==> src/rtl/i2c_reg_bank.sv <==
// I2C register bank: a pointer byte followed by auto-incrementing data bytes over 2**ADDR_W
// byte registers, with a prefetched transmit byte and a stall handshake to the byte engine.
module i2c_reg_bank #(
  parameter logic [6:0]            I2C_ADDRESS = 7'h42,
  parameter int unsigned           ADDR_W      = 4,
  parameter logic [2**ADDR_W-1:0]  RO_MASK     = '0,
  parameter logic [7:0]            RESET_VAL   = 8'h00
) (
  input  logic                      clk,
  input  logic                      rst_n,
  input  logic [7:0]                i2c_addr_rw,
  input  logic                      i2c_addr_rw_valid_stb,
  input  logic [7:0]                i2c_data_rx,
  input  logic                      i2c_data_rx_valid_stb,
  output logic [7:0]                i2c_data_tx,
  input  logic                      i2c_data_tx_loaded_stb,
  input  logic                      i2c_data_tx_done_stb,
  input  logic                      i2c_error_stb,
  output logic                      stall,
  input  logic [8*(2**ADDR_W)-1:0]  ro_in,
  output logic [8*(2**ADDR_W)-1:0]  regs_flat,
  output logic                      reg_wr_stb,
  output logic [ADDR_W-1:0]         reg_wr_idx,
  output logic [7:0]                reg_wr_data,
  output logic                      reg_rd_stb,
  output logic [ADDR_W-1:0]         reg_rd_idx
);

  localparam int unsigned        NumRegs = 2**ADDR_W;
  localparam logic [ADDR_W-1:0]  PtrOne  = 1;

  typedef enum logic [1:0] {StIdle, StPtr, StWrite, StRead} state_e;

  state_e              state_q, state_d;
  logic [ADDR_W-1:0]   ptr_q, ptr_d;
  logic                pending_q, pending_d;
  logic [7:0]          tx_q, tx_d;
  logic [7:0]          regs_q [NumRegs];
  logic [7:0]          ro_bytes [NumRegs];
  logic                wr_en;
  logic                wr_stb_q, wr_stb_d;
  logic [ADDR_W-1:0]   wr_idx_q, wr_idx_d;
  logic [7:0]          wr_data_q, wr_data_d;
  logic                rd_stb_q, rd_stb_d;
  logic [ADDR_W-1:0]   rd_idx_q, rd_idx_d;

  // Completes the byte-engine interface; a finished shift needs no action here.
  logic unused_tx_done;
  assign unused_tx_done = i2c_data_tx_done_stb;

  for (genvar g = 0; g < NumRegs; g++) begin : g_pack
    assign regs_flat[8*g +: 8] = regs_q[g];
    assign ro_bytes[g]         = ro_in[8*g +: 8];
  end

  assign i2c_data_tx = tx_q;
  assign stall       = pending_q;
  assign reg_wr_stb  = wr_stb_q;
  assign reg_wr_idx  = wr_idx_q;
  assign reg_wr_data = wr_data_q;
  assign reg_rd_stb  = rd_stb_q;
  assign reg_rd_idx  = rd_idx_q;

  always_comb begin
    state_d   = state_q;
    ptr_d     = ptr_q;
    pending_d = pending_q;
    tx_d      = tx_q;
    wr_en     = 1'b0;
    wr_stb_d  = 1'b0;
    wr_idx_d  = wr_idx_q;
    wr_data_d = wr_data_q;
    rd_stb_d  = 1'b0;
    rd_idx_d  = rd_idx_q;

    // Prefetch reads the registers after any write from the previous edge has landed.
    if (pending_q) begin
      tx_d      = RO_MASK[ptr_q] ? ro_bytes[ptr_q] : regs_q[ptr_q];
      pending_d = 1'b0;
    end

    if (i2c_error_stb) begin
      state_d   = StIdle;
      pending_d = 1'b0;
    end else if (i2c_addr_rw_valid_stb) begin
      if (i2c_addr_rw[7:1] == I2C_ADDRESS) begin
        if (i2c_addr_rw[0]) begin
          state_d   = StRead;
          pending_d = 1'b1;
        end else begin
          state_d = StPtr;
        end
      end else begin
        state_d = StIdle;
      end
    end else begin
      unique case (state_q)
        StPtr: begin
          if (i2c_data_rx_valid_stb) begin
            ptr_d     = i2c_data_rx[ADDR_W-1:0];
            pending_d = 1'b1;
            state_d   = StWrite;
          end
        end
        StWrite: begin
          if (i2c_data_rx_valid_stb) begin
            if (!RO_MASK[ptr_q]) begin
              wr_en     = 1'b1;
              wr_stb_d  = 1'b1;
              wr_idx_d  = ptr_q;
              wr_data_d = i2c_data_rx;
            end
            ptr_d     = ptr_q + PtrOne;
            pending_d = 1'b1;
          end
        end
        StRead: begin
          if (i2c_data_tx_loaded_stb) begin
            rd_stb_d  = 1'b1;
            rd_idx_d  = ptr_q;
            ptr_d     = ptr_q + PtrOne;
            pending_d = 1'b1;
          end
        end
        default: ;
      endcase
    end
  end

  always_ff @(posedge clk) begin
    if (!rst_n) begin
      state_q   <= StIdle;
      ptr_q     <= '0;
      pending_q <= 1'b0;
      tx_q      <= 8'h00;
      wr_stb_q  <= 1'b0;
      wr_idx_q  <= '0;
      wr_data_q <= 8'h00;
      rd_stb_q  <= 1'b0;
      rd_idx_q  <= '0;
      for (int i = 0; i < NumRegs; i++) regs_q[i] <= RESET_VAL;
    end else begin
      state_q   <= state_d;
      ptr_q     <= ptr_d;
      pending_q <= pending_d;
      tx_q      <= tx_d;
      wr_stb_q  <= wr_stb_d;
      wr_idx_q  <= wr_idx_d;
      wr_data_q <= wr_data_d;
      rd_stb_q  <= rd_stb_d;
      rd_idx_q  <= rd_idx_d;
      if (wr_en) regs_q[ptr_q] <= i2c_data_rx;
    end
  end

endmodule

==> config.mk <==
export PLATFORM = sky130hd
export DESIGN_NAME = i2c_reg_bank
export DESIGN_NICKNAME = d
export VERILOG_FILES = /design/src/rtl/i2c_reg_bank.sv
export SDC_FILE = /design/constraint.sdc
export NUM_CORES = 1
export LEC_CHECK = 0
export BUFFER_PORTS_ARGS = -buffer_cell sky130_fd_sc_hd__buf_2
export CORE_ASPECT_RATIO = 0.8
export CORE_UTILIZATION = 42
export DETAILED_ROUTE_END_ITERATION = 8
export PLACE_DENSITY = 0.69
export SLEW_MARGIN = 5
export SYNTH_ARGS = -nofsm -noshare
export SYNTH_HDL_FRONTEND = slang
export SYNTH_SLANG_ARGS = --single-unit
==> constraint.sdc <==
create_clock -name clk -period 3.3 [get_ports clk]
set_clock_uncertainty 0.05 [all_clocks]
set_input_delay 0.165 -clock clk [delete_from_list [all_inputs] [get_ports clk]]
set_output_delay 0.165 -clock clk [all_outputs]
set_load 0.005 [all_outputs]
# Yosys cells after proc, flatten, opt, wreduce, memory -nomap -nowiden

Memory sizes are Yosys's and may differ from the RTL's. A register that Yosys moved wholly into a read port is not among the register bits.
Index checks and enable logic that the tools add are counted.

Bitwise operators: 6
Reduce and logical (&&, ||, !) cells: 11
Equal/unequal tests: 7
Order comparisons: 2
Add/subtract/negate cells: 1
Muxes and demuxes: 36

Operators by type and width:

| kind                | count |
|---|---|
| $bmux 8 s4          | 1 |
| $mux 4              | 8 |
| $mux 8              | 4 |
| $mux 1              | 16 |
| $pmux 4 s3          | 1 |
| $mux 2              | 5 |
| $reduce_or 8->1     | 1 |
| $eq 7x7->1 const B  | 1 |
| $ne 2x2->1 const B  | 3 |
| $reduce_and 6->1    | 1 |
| $ge 5x5->1 const B  | 1 |
| $lt 4x5->1 const B  | 1 |
| $not 1->1           | 5 |
| $not 4->5           | 1 |
| $reduce_and 5->1    | 1 |
| $add 4x1->4 const B | 1 |
| $eq 2x2->1 const B  | 2 |
| $reduce_and 4->1    | 1 |
| $reduce_bool 2->1   | 2 |
| $reduce_or 2->1     | 2 |
| $reduce_or 4->1     | 1 |
| $reduce_bool 3->1   | 1 |
| $eq 2x1->1 const B  | 1 |
| $pmux 1 s2          | 1 |
| $reduce_and 2->1    | 1 |

Memories: 2
Memory bits (read-only): 16
Output and inout bits: 155
Logic and storage cells: 74
Flip-flop bits (word level): 33
Memory bits (writable): 128

Memory list:

| memory          | words | bits a word | read ports | clocked after memory_dff | wr ports | line | RTL |
|---|---|---|---|---|---|---|---|
| regs_q          | 16    | 8           | 17         | 1                        | 16       | 38   | `logic [7:0] regs_q [NumRegs];` |
| (no name shown) | 16    | 1           | 1          | 1                        | 0        | 107  | `if (!RO_MASK[ptr_q]) begin` |

# Longest topological paths before layout

Gate-level depths: netlist (run 1).

Word-level depth: 12
Depth in mapped cells: 7

# Worst setup path after synthesis (run 1)

Ideal clock, no wire load.

Kind: flip-flop to flip-flop
Start point: reg ptr_q[0]
End point: mem regs_q[10][0], enable pin
Setup slack: 0.996 ns
Buffers on the path: 1
Arrival time: 1.870 ns
Period minus slack after synthesis: 2.304 ns
Library setup time: 0.384 ns
Required time: 2.866 ns
Stages on the path, launching flop included: 7
Cell sequence: dfxtp_1 -> inv_1 -> ha_1 -> nand2_1 -> or4b_1 -> buf_6 -> o21ai_0

RTL lines:

| what                   | line | RTL |
|---|---|---|
| from (decl)            | 35   | `logic [ADDR_W-1:0] ptr_q, ptr_d;` |
| from (signal assigned) | 144  | `ptr_q <= ptr_d;` |
| to (decl)              | 38   |  |

==> results.cfg, run 1 <==
[outcome]
outcome = finished clean

[timing]
period_minus_slack_ns = 2.73
drv_slew = 0
worstMarginPinSlew_ns = 0.820
rsz0062_at_grt = false
max_slew_margin_pct = 44.9
period_share_pct = 82.8
whs_ns = 0.0218
fin_setup_tns_ns = 0
finalSetupViolations = 0
hold_viol = 0
fmax_mhz = 366

[setup_path]
critPathLaunchType = flop
rrSetupSlack_ns = 0.57
worstPathRequired_ns = 3.33
critPathMaxFanout = 15
crit-reg2reg-launch = state_q[0]$_SDFFE_PP0P_
ff2ff_path_depth = 7
critPathCaptureType = flop
timing.rr.end = regs_q[1][7]$_SDFFCE_PN0P_
criticalPathCategory = flop to flop
crit_path_start = state_q[0]$_SDFFE_PP0P_
cp.arrival_ns = 2.76
cp-endpoint = regs_q[1][7]$_SDFFCE_PN0P_

[global_routing]
grt_pass1_vias = 5111
grt_max_degree = 47
track_usage_pct = 22.7
grt_pass1_wl_um = 29600
overflow = 0
grt_antenna_before_repair = 1

[cts]
cts_buffers = 17
root_buffer = clkbuf_16
clock_sinks = 165
postCtsHoldBufs = 0
clkLatencyLatePin_ns = 0.42
htree_num_levels = 4
post_cts_buffers = 0
cts.clk_slew.worst_paths_ns = 0.06
ctsLongestPathBuffers = 2
cts_tree = done
ctsResizeCount = 0

[logic_synthesis]
synth_area_per_cell_um2 = 12.2
synthSimpleGateAreaFrac_pct = 19.7
synth_cell_types = 35
synth.cell_area_um2 = 7450
synthAdderAreaFrac_pct = 1.34
synthXorXnorAreaFrac_pct = 0
muxShareOfSynthArea_pct = 9.29
syn-num-nets = 770
synth.yosys.warnings = 0
ys_seq_area_share_pct = 61.5
synth_compound_area_share_pct = 6.10
synth_top_family_by_area = simple AND/OR/NAND/NOR gates
synth_seq_cells = 165
netlist_instances = 611

[route]
ant_nets = 0
routed_wl_um = 20000
avgRoutedWirePerCell_um = 19.3
first_pass_iters = 4
drt_iter0_drc = 374
via_count = 5360
via_per_inst = 5.19
drc = 0

[floorplan]
core-area_um2 = 17300
rows = 43
pin_count = 306
die-area_um2 = 18300
die_width_um = 151
start_util_pct = 43.0
die_h_um = 121

[placement]
dp_hpwl_um = 14100
port_buffers = 176
place_congestion = 0.800

[final_layout]
num_antenna_cells = 0
finalNetCount = 953
fillers = 1504
area_growth_pct = 24.3
final_layout_size_suffix_gt1_share_pct = 29.0

[job]
cap_violations = 0

[power]
ir_drop_mv = 0.341
leakage_nw = 3.73
power_density_nw_per_um2 = 500

[min_path]
min_path_type = primary input to flop
## worst min path at each step
stage	start	endpoint	slack [ns]	cells after the start
4_1_cts	rst_n	state_q[0]$_SDFFE_PP0P_	0.009	3
6_report	i2c_addr_rw_valid_stb	stall$_SDFF_PP0_	0.02	2
5_1_grt	i2c_addr_rw_valid_stb	stall$_SDFF_PP0_	0.01	2
3_5_place_dp	i2c_data_tx[7]$_SDFFE_PN0P_	i2c_data_tx[7]$_SDFFE_PN0P_	0.39	2
2_1_floorplan	i2c_data_rx[0]	reg_wr_data[0]$_SDFFE_PN0P_	0.25	2
3_3_place_gp	i2c_data_tx[4]$_SDFFE_PN0P_	i2c_data_tx[4]$_SDFFE_PN0P_	0.38	2
## registers in the layout, indices dropped and copies added (netlist names), named ones only
register and count:
regs_q 128, i2c_data_tx 8, reg_wr_data 8, ptr_q 4, reg_rd_idx 4, reg_wr_idx 4, state_q 2, reg_rd_stb 1
reg_wr_stb 1, stall 1
## through the flow
stage	total power, W	instance area (um^2)	instances	setup WS [ns]	utilization (%)
6_report	0.00463	9260	1032	0.566	53.4
5_1_grt	0.00476	9260	1032	0.387	53.4
4_1_cts	0.00465	9260	1032	0.563	53.4
3_5_place_dp	0.00260	8640	1000	0.584	49.9
3_3_place_gp	0.00260	8640	1000	0.645	49.9
2_1_floorplan	0.00245	7450	611	0.996	-
## routing by layer
metal / vias up / track usage, % / share of wire (%)
met1: 2580 / 30.4 / 43
met4: 0 / 5.50 / 1.1
met2: 219 / 36.2 / 48
li1: 2544 / - / -
met5: - / 0 / 0
met3: 17 / 6.28 / 8.2
## layout make-up
class / count / area (um^2) / share of cell area, %
clock inverter: 13 / 181 / 1.96
inverter: 5 / 18.8 / 0.203
multi-input combinational: 409 / 2710 / 29.3
timing repair buffer: 196 / 1040 / 11.3
clock buffer: 19 / 433 / 4.68
sequential: 165 / 4590 / 49.6
tap: 225 / 282 / 3.04
## critical path, cell delays in order (launching register included)
cell	delay (ns)
dfxtp_1	0.34
inv_1	0.09
ha_1	0.24
and4bb_2	0.50
nand3_1	0.39
nor3_2	0.22
buf_4	0.18
nand2b_1	0.37
## Yosys cell counts
cell type	count	area, um^2
and2_1	132	826
edfxtp_1	128	3840
mux2i_1	68	681
nand2_1	47	176
dfxtp_1	37	741
nand3_1	33	165
a22oi_1	24	180
clkbuf_1	22	82.6
nor2_1	21	78.8
a21oi_1	18	90.1
o21ai_0	17	85.1
a21boi_0	8	60.1
ha_1	8	100
buf_2	7	35.0
nand2b_1	7	43.8
inv_1	5	18.8
nor2b_1	4	25.0
nor2_4	3	33.8
nor3_2	3	30.0
buf_1	2	7.51
nor3_1	2	10.0
nor3b_1	2	15.0
a311oi_1	1	8.76
a31oi_1	1	6.26
a32oi_1	1	8.76
and3_1	1	6.26
and4bb_2	1	12.5
buf_6	1	11.3
mux2_2	1	11.3
nor3_4	1	16.3
nor4b_1	1	8.76
o21a_1	1	7.51
o21bai_1	1	7.51
or3_1	1	6.26
or4b_1	1	10.0
## logic make-up after synthesis
| kind of cell | Yosys count |
|---|---|
| buffers and inverters | 37 |
| muxes | 69 |
| and+or+nand+nor | 260 |
| adders and majority gates | 8 |
| DFF | 165 |
| AOI/OAI and AO/OA | 72 |
## layout by cell type (no fill, tap or decap), types with 4 or more instances in the layout
cell         n
clkbuf_16   17
a21boi_0     8
nor2_1      21
inv_1        5
edfxtp_1   128
bufinv_16    4
mux2i_1     68
a22oi_1     24
buf_2      176
dfxtp_1     36
nand2b_1     7
nor2b_1      4
and2_1     132
nand3_1     33
nand2_1     47
a21oi_1     18
o21ai_0     17
buf_4       19
clkinv_4     4
ha_1         8
## power breakdown
part,leakage (nW),internal [W],switching (W)
Sequential,1.62,0.00229,0.0000396
Combinational,1.81,0.0000841,0.000142
Clock,0.300,0.00127,0.000807
Total,3.73,0.00364,0.000989
No activity file was read; power rests on OpenSTA's default activity.
==> run 2: changes to the inputs <==
clock period = 2.78 ns   (was 3.3 ns; I/O delays follow)
==> run 2 against run 1 <==
  * Non-clock buffer count up 9
  * Final area up 0.26%
  * Power grew 16%
  * Flip-flop and latch count unchanged
  * Combinational power grew 19%
  * Sequential share of layout area fell by 0.13 points
  * Global-route usage down 0.27 points
==> results.cfg, run 2 (synthesized netlist as in run 1, its figures left out) <==
[setup_path]
crit-reg2reg-launch = ptr_q[0]$_SDFFE_PN0N_
critPathLaunchType = flop
criticalPathCategory = flop to flop
worst_path_max_delay_cell = or4b_1
critPathMaxFanout = 9
crit_path_start = ptr_q[0]$_SDFFE_PN0N_
critPathCaptureType = flop
cp.arrival_ns = 2.39
path_cells = inv_1 > ha_1 > nand2_1 > or4b_1 > nor3_4 > nand2b_1
worstPathRequired_ns = 2.80
slowest_delay_ns = 0.55

[route]
via_per_inst = 5.14
first_pass_iters = 6
drt_iter0_drc = 331
avgRoutedWirePerCell_um = 19.2
ant_nets = 0
via_count = 5335
drc = 0
routed_wl_um = 19900

[timing]
max_slew_margin_pct = 45.6
fmax_mhz = 421
period_minus_slack_ns = 2.38
period_share_pct = 85.5
fin_setup_tns_ns = 0
worstMarginPinSlew_ns = 0.813
hold_viol = 0
rsz0062_at_grt = false
finalSetupViolations = 0
drv_slew = 0

[final_layout]
seqCellArea_um2 = 4590
layout_common_cells = buf_2 (176), and2_1 (132), edfxtp_1 (128), mux2i_1 (68), nand2_1 (47)
finalNetCount = 962
fin_area_um2 = 9280
largest_register_ffs = 128
final_layout_size_suffix_gt1_share_pct = 29.3
area_growth_pct = 24.6
layout_commonest_cell = buf_2
num_antenna_cells = 0
fillers = 1505
largest_register = regs_q
multi_input_area_um2 = 2710

[floorplan]
start_util_pct = 43.0
die-area_um2 = 18300
die_width_um = 151
core-area_um2 = 17300
die_h_um = 121
pin_count = 306
rows = 43

[global_routing]
overflow = 0
grt_pass1_vias = 5201
track_usage_pct = 22.4
grt_antenna_before_repair = 0
grt_max_degree = 32
grt_pass1_wl_um = 29200

[power]
power_density_nw_per_um2 = 578
leakage_nw = 3.74
ir_drop_mv = 0.394

[cts]
ctsLongestPathBuffers = 2
clock_sinks = 165
root_buffer = clkbuf_16
ctsResizeCount = 0
clkLatencyLatePin_ns = 0.42
cts_tree = done
cts_buffers = 17
cts.clk_slew.worst_paths_ns = 0.06
htree_num_levels = 4

[placement]
dpl-instance-area_um2 = 8690
port_buffers = 176
dp_hpwl_um = 14200
place_congestion = 0.815

[outcome]
outcome = finished clean

[min_path]
min_path_type = primary input to flop
worstHoldStart = i2c_error_stb

[job]
cap_violations = 0
-- run 2: power by group --
group / total, W / switching, W / leakage [nW] / internal, W
combinational: 0.000270 / 0.000167 / 1.85 / 0.000103
sequential: 0.00276 / 0.0000477 / 1.62 / 0.00272
clock: 0.00233 / 0.000938 / 0.274 / 0.00139
-- run 2: repair_timing --
action                    4_1_cts  5_1_grt
hold buffers                    2        0
setup buffers                   0        0
hold endpoints to repair        2        0
-- run 2: path summary, 6_finish.rpt --
check,slack [ns],to,cells after the start
setup / recovery,0.40,regs_q[2][1]$_SDFFCE_PN0P_,6
hold / removal,0.06,state_q[0]$_SDFFE_PP0P_,3
setup reg to reg,0.40,regs_q[2][1]$_SDFFCE_PN0P_,6
hold reg to reg,0.40,i2c_data_tx[4]$_SDFFE_PN0P_,2
-- run 2: area by class of cell --
cell class / instances / share of cell area [%]
Sequential cell: 165 / 49.4
Clock buffer: 19 / 4.66
Multi-Input combinational cell: 409 / 29.2
Timing Repair Buffer: 205 / 12.0
Tap cell: 225 / 3.03
Inverter: 5 / 0.202
Clock inverter: 10 / 1.43
-- run 2: critical path: cells and delay by family (launching register included) --
family | cells | cell delay, ns
AND/OR/NAND/NOR | 4 | 1.31
flip-flops | 1 | 0.40
adder cells (fa/ha/maj) | 1 | 0.15
buffers and inverters | 1 | 0.11
-- run 2: metal layers --
metal	up-vias	wire length, um	track usage (%)
li1	2551	-	-
met1	2554	8520	28.4
met2	213	9500	36.8
met3	17	1650	6.43
met4	0	242	7.06
met5	-	0	0
-- run 2: per-stage QoR --
| stage | setup WS, ns | total power (W) | hold slack [ns] | std cells | utilization [%] |
|---|---|---|---|---|---|
| 3_3_place_gp | 0.415 | 0.00309 | 0.380 | 1007 | 50.2 |
| 2_1_floorplan | 0.476 | 0.00291 | 0.225 | 611 | - |
| 6_report | 0.404 | 0.00537 | 0.0587 | 1038 | 53.6 |
| 4_1_cts | 0.371 | 0.00539 | 0.0386 | 1038 | 53.6 |
| 3_5_place_dp | 0.394 | 0.00309 | 0.389 | 1007 | 50.2 |
| 5_1_grt | 0.232 | 0.00552 | 0.0762 | 1038 | 53.6 |
==> run 3: changes to the inputs <==
SETUP_SLACK_MARGIN = 0.5   (was default)
TNS_END_PERCENT = 20   (was default)
==> run 3 against run 2 <==
  * Flip-flop and latch count unchanged
  * Power about the same
  * Setup slack improved by 0.13 ns
  * Combinational power about the same
  * Core utilization increased by 0.16 points
  * Sequential power about the same
  * Final area increased by 0.30%
  * Die area unchanged
  * Final cell count about the same
  * Clock-buffer cell count unchanged
  * Critical path type unchanged
  * Non-clock buffer count increased by 1
==> results.cfg, run 3 (synthesized netlist as in run 1, its figures left out) <==
[global_routing]
grt_pass1_vias = 5201
use_met1_pct = 28.4
overflow = 0
grt_antenna_before_repair = 0
use_met3_pct = 6.43
track_usage_pct = 22.4
grt_max_degree = 32
top_usage_layer = met2
grt_use_met2_pct = 36.7
grt_pass1_wl_um = 29200

[timing]
period_minus_slack_ns = 2.25
hold_viol = 0
whs_ns = 0.0623
rsz0062_at_grt = true
worstMarginPinSlew_ns = 0.832
drv_slew = 0
max_slew_margin_pct = 44.3
finalSetupViolations = 0
fmax_mhz = 445
period_share_pct = 80.9
fin_setup_tns_ns = 0

[job]
cap_violations = 0

[setup_path]
criticalPathCategory = flop to flop
critPathMaxFanout = 8
critPathLaunchType = flop
worstPathRequired_ns = 3.02
cp.arrival_ns = 2.49
critPathCaptureType = flop

[floorplan]
die-area_um2 = 18300
start_util_pct = 43.0
rows = 43
core-area_um2 = 17300
pin_count = 306
die_width_um = 151
die_h_um = 121

[cts]
root_buffer = clkbuf_16
cts_buffers = 17
ctsLongestPathBuffers = 2
htree_num_levels = 4
clkLatencyLatePin_ns = 0.42
cts.clk_slew.worst_paths_ns = 0.06
cts_tree = done
clock_sinks = 165

[placement]
port_buffers = 176
dp_hpwl_um = 14200
place_congestion = 0.815
placed_cells = 1007

[power]
power_density_nw_per_um2 = 577
leakage_nw = 3.75
ir_drop_mv = 0.394

[route]
ant_nets = 0
via_per_inst = 5.13
drc = 0
avgRoutedWirePerCell_um = 19.3
drt_iter0_drc = 401
first_pass_iters = 5
via_count = 5329
routed_wl_um = 20000

[min_path]
min_path_type = primary input to flop

[final_layout]
largest_register = regs_q
fin_cells = 1039
area_growth_pct = 24.9
finalNetCount = 963
fillers = 1506
layout_commonest_cell = buf_2
largest_register_ffs = 128
layout_common_cells = buf_2 (176), and2_1 (132), edfxtp_1 (128), mux2i_1 (68), nand2_1 (47)
num_antenna_cells = 0
final_layout_size_suffix_gt1_share_pct = 30.1

[outcome]
outcome = finished clean
run 3: power by group:
| part | internal, W | total [W] | switching (W) |
|---|---|---|---|
| clock network | 0.00139 | 0.00233 | 0.000937 |
| logic | 0.000104 | 0.000273 | 0.000169 |
| registers | 0.00272 | 0.00276 | 0.0000472 |
run 3: area by class of cell:
cell class / count / area [um^2] / area share (%)
clock inverter: 10 / 133 / 1.42
timing repair buffer: 206 / 1120 / 12.1
multi-input combinational: 409 / 2730 / 29.3
inverter: 5 / 18.8 / 0.202
tap: 225 / 282 / 3.02
sequential: 165 / 4590 / 49.3
clock buffer: 19 / 433 / 4.65
run 3: metrics by stage:
step	util, %	area, um^2	worst slack, ns	power (W)
after global placement	50.2	8690	0.415	0.00309
after global routing	53.7	9310	0.380	0.00552
after detailed placement	50.2	8690	0.394	0.00309
after floorplan	-	7450	0.476	0.00291
after CTS	53.6	9280	0.503	0.00539
final	53.7	9310	0.531	0.00537
run 3: final timing paths:
| check | startpoint | to | slack, ns | depth (start not counted) |
|---|---|---|---|---|
| setup / recovery | state_q[0]$_SDFFE_PP0P_ | regs_q[9][1]$_SDFFCE_PN0P_ | 0.53 | 7 |
| hold reg to reg | i2c_data_tx[4]$_SDFFE_PN0P_ | i2c_data_tx[4]$_SDFFE_PN0P_ | 0.40 | 2 |
| hold / removal | i2c_error_stb | state_q[0]$_SDFFE_PP0P_ | 0.06 | 3 |
| setup reg to reg | state_q[0]$_SDFFE_PP0P_ | regs_q[9][1]$_SDFFCE_PN0P_ | 0.53 | 7 |
run 3: routing by layer:
| metal | routed length, um | vias to the layer above |
|---|---|---|
| li1 | - | 2555 |
| met1 | 8440 | 2547 |
| met2 | 9600 | 208 |
| met3 | 1680 | 19 |
| met4 | 302 | 0 |
| met5 | 0 | - |
run 3: what timing repair did:
item                                   in CTS  in global routing
buffers inserted                            0                  1
gates resized for setup                     1                  6
endpoints found under the hold margin       2                  0
pin swaps                                   0                  1
cloned                                      0                  0
setup endpoints to repair                   8                104
hold buffers                                2                  0
run 3: critical path, cell delays in order, from the launching register on:
cell      delay (ns)
dfxtp_1         0.34
inv_1           0.09
ha_1            0.23
and4bb_2        0.32
nand3_1         0.24
buf_4           0.25
nor2_1          0.40
and2_1          0.20
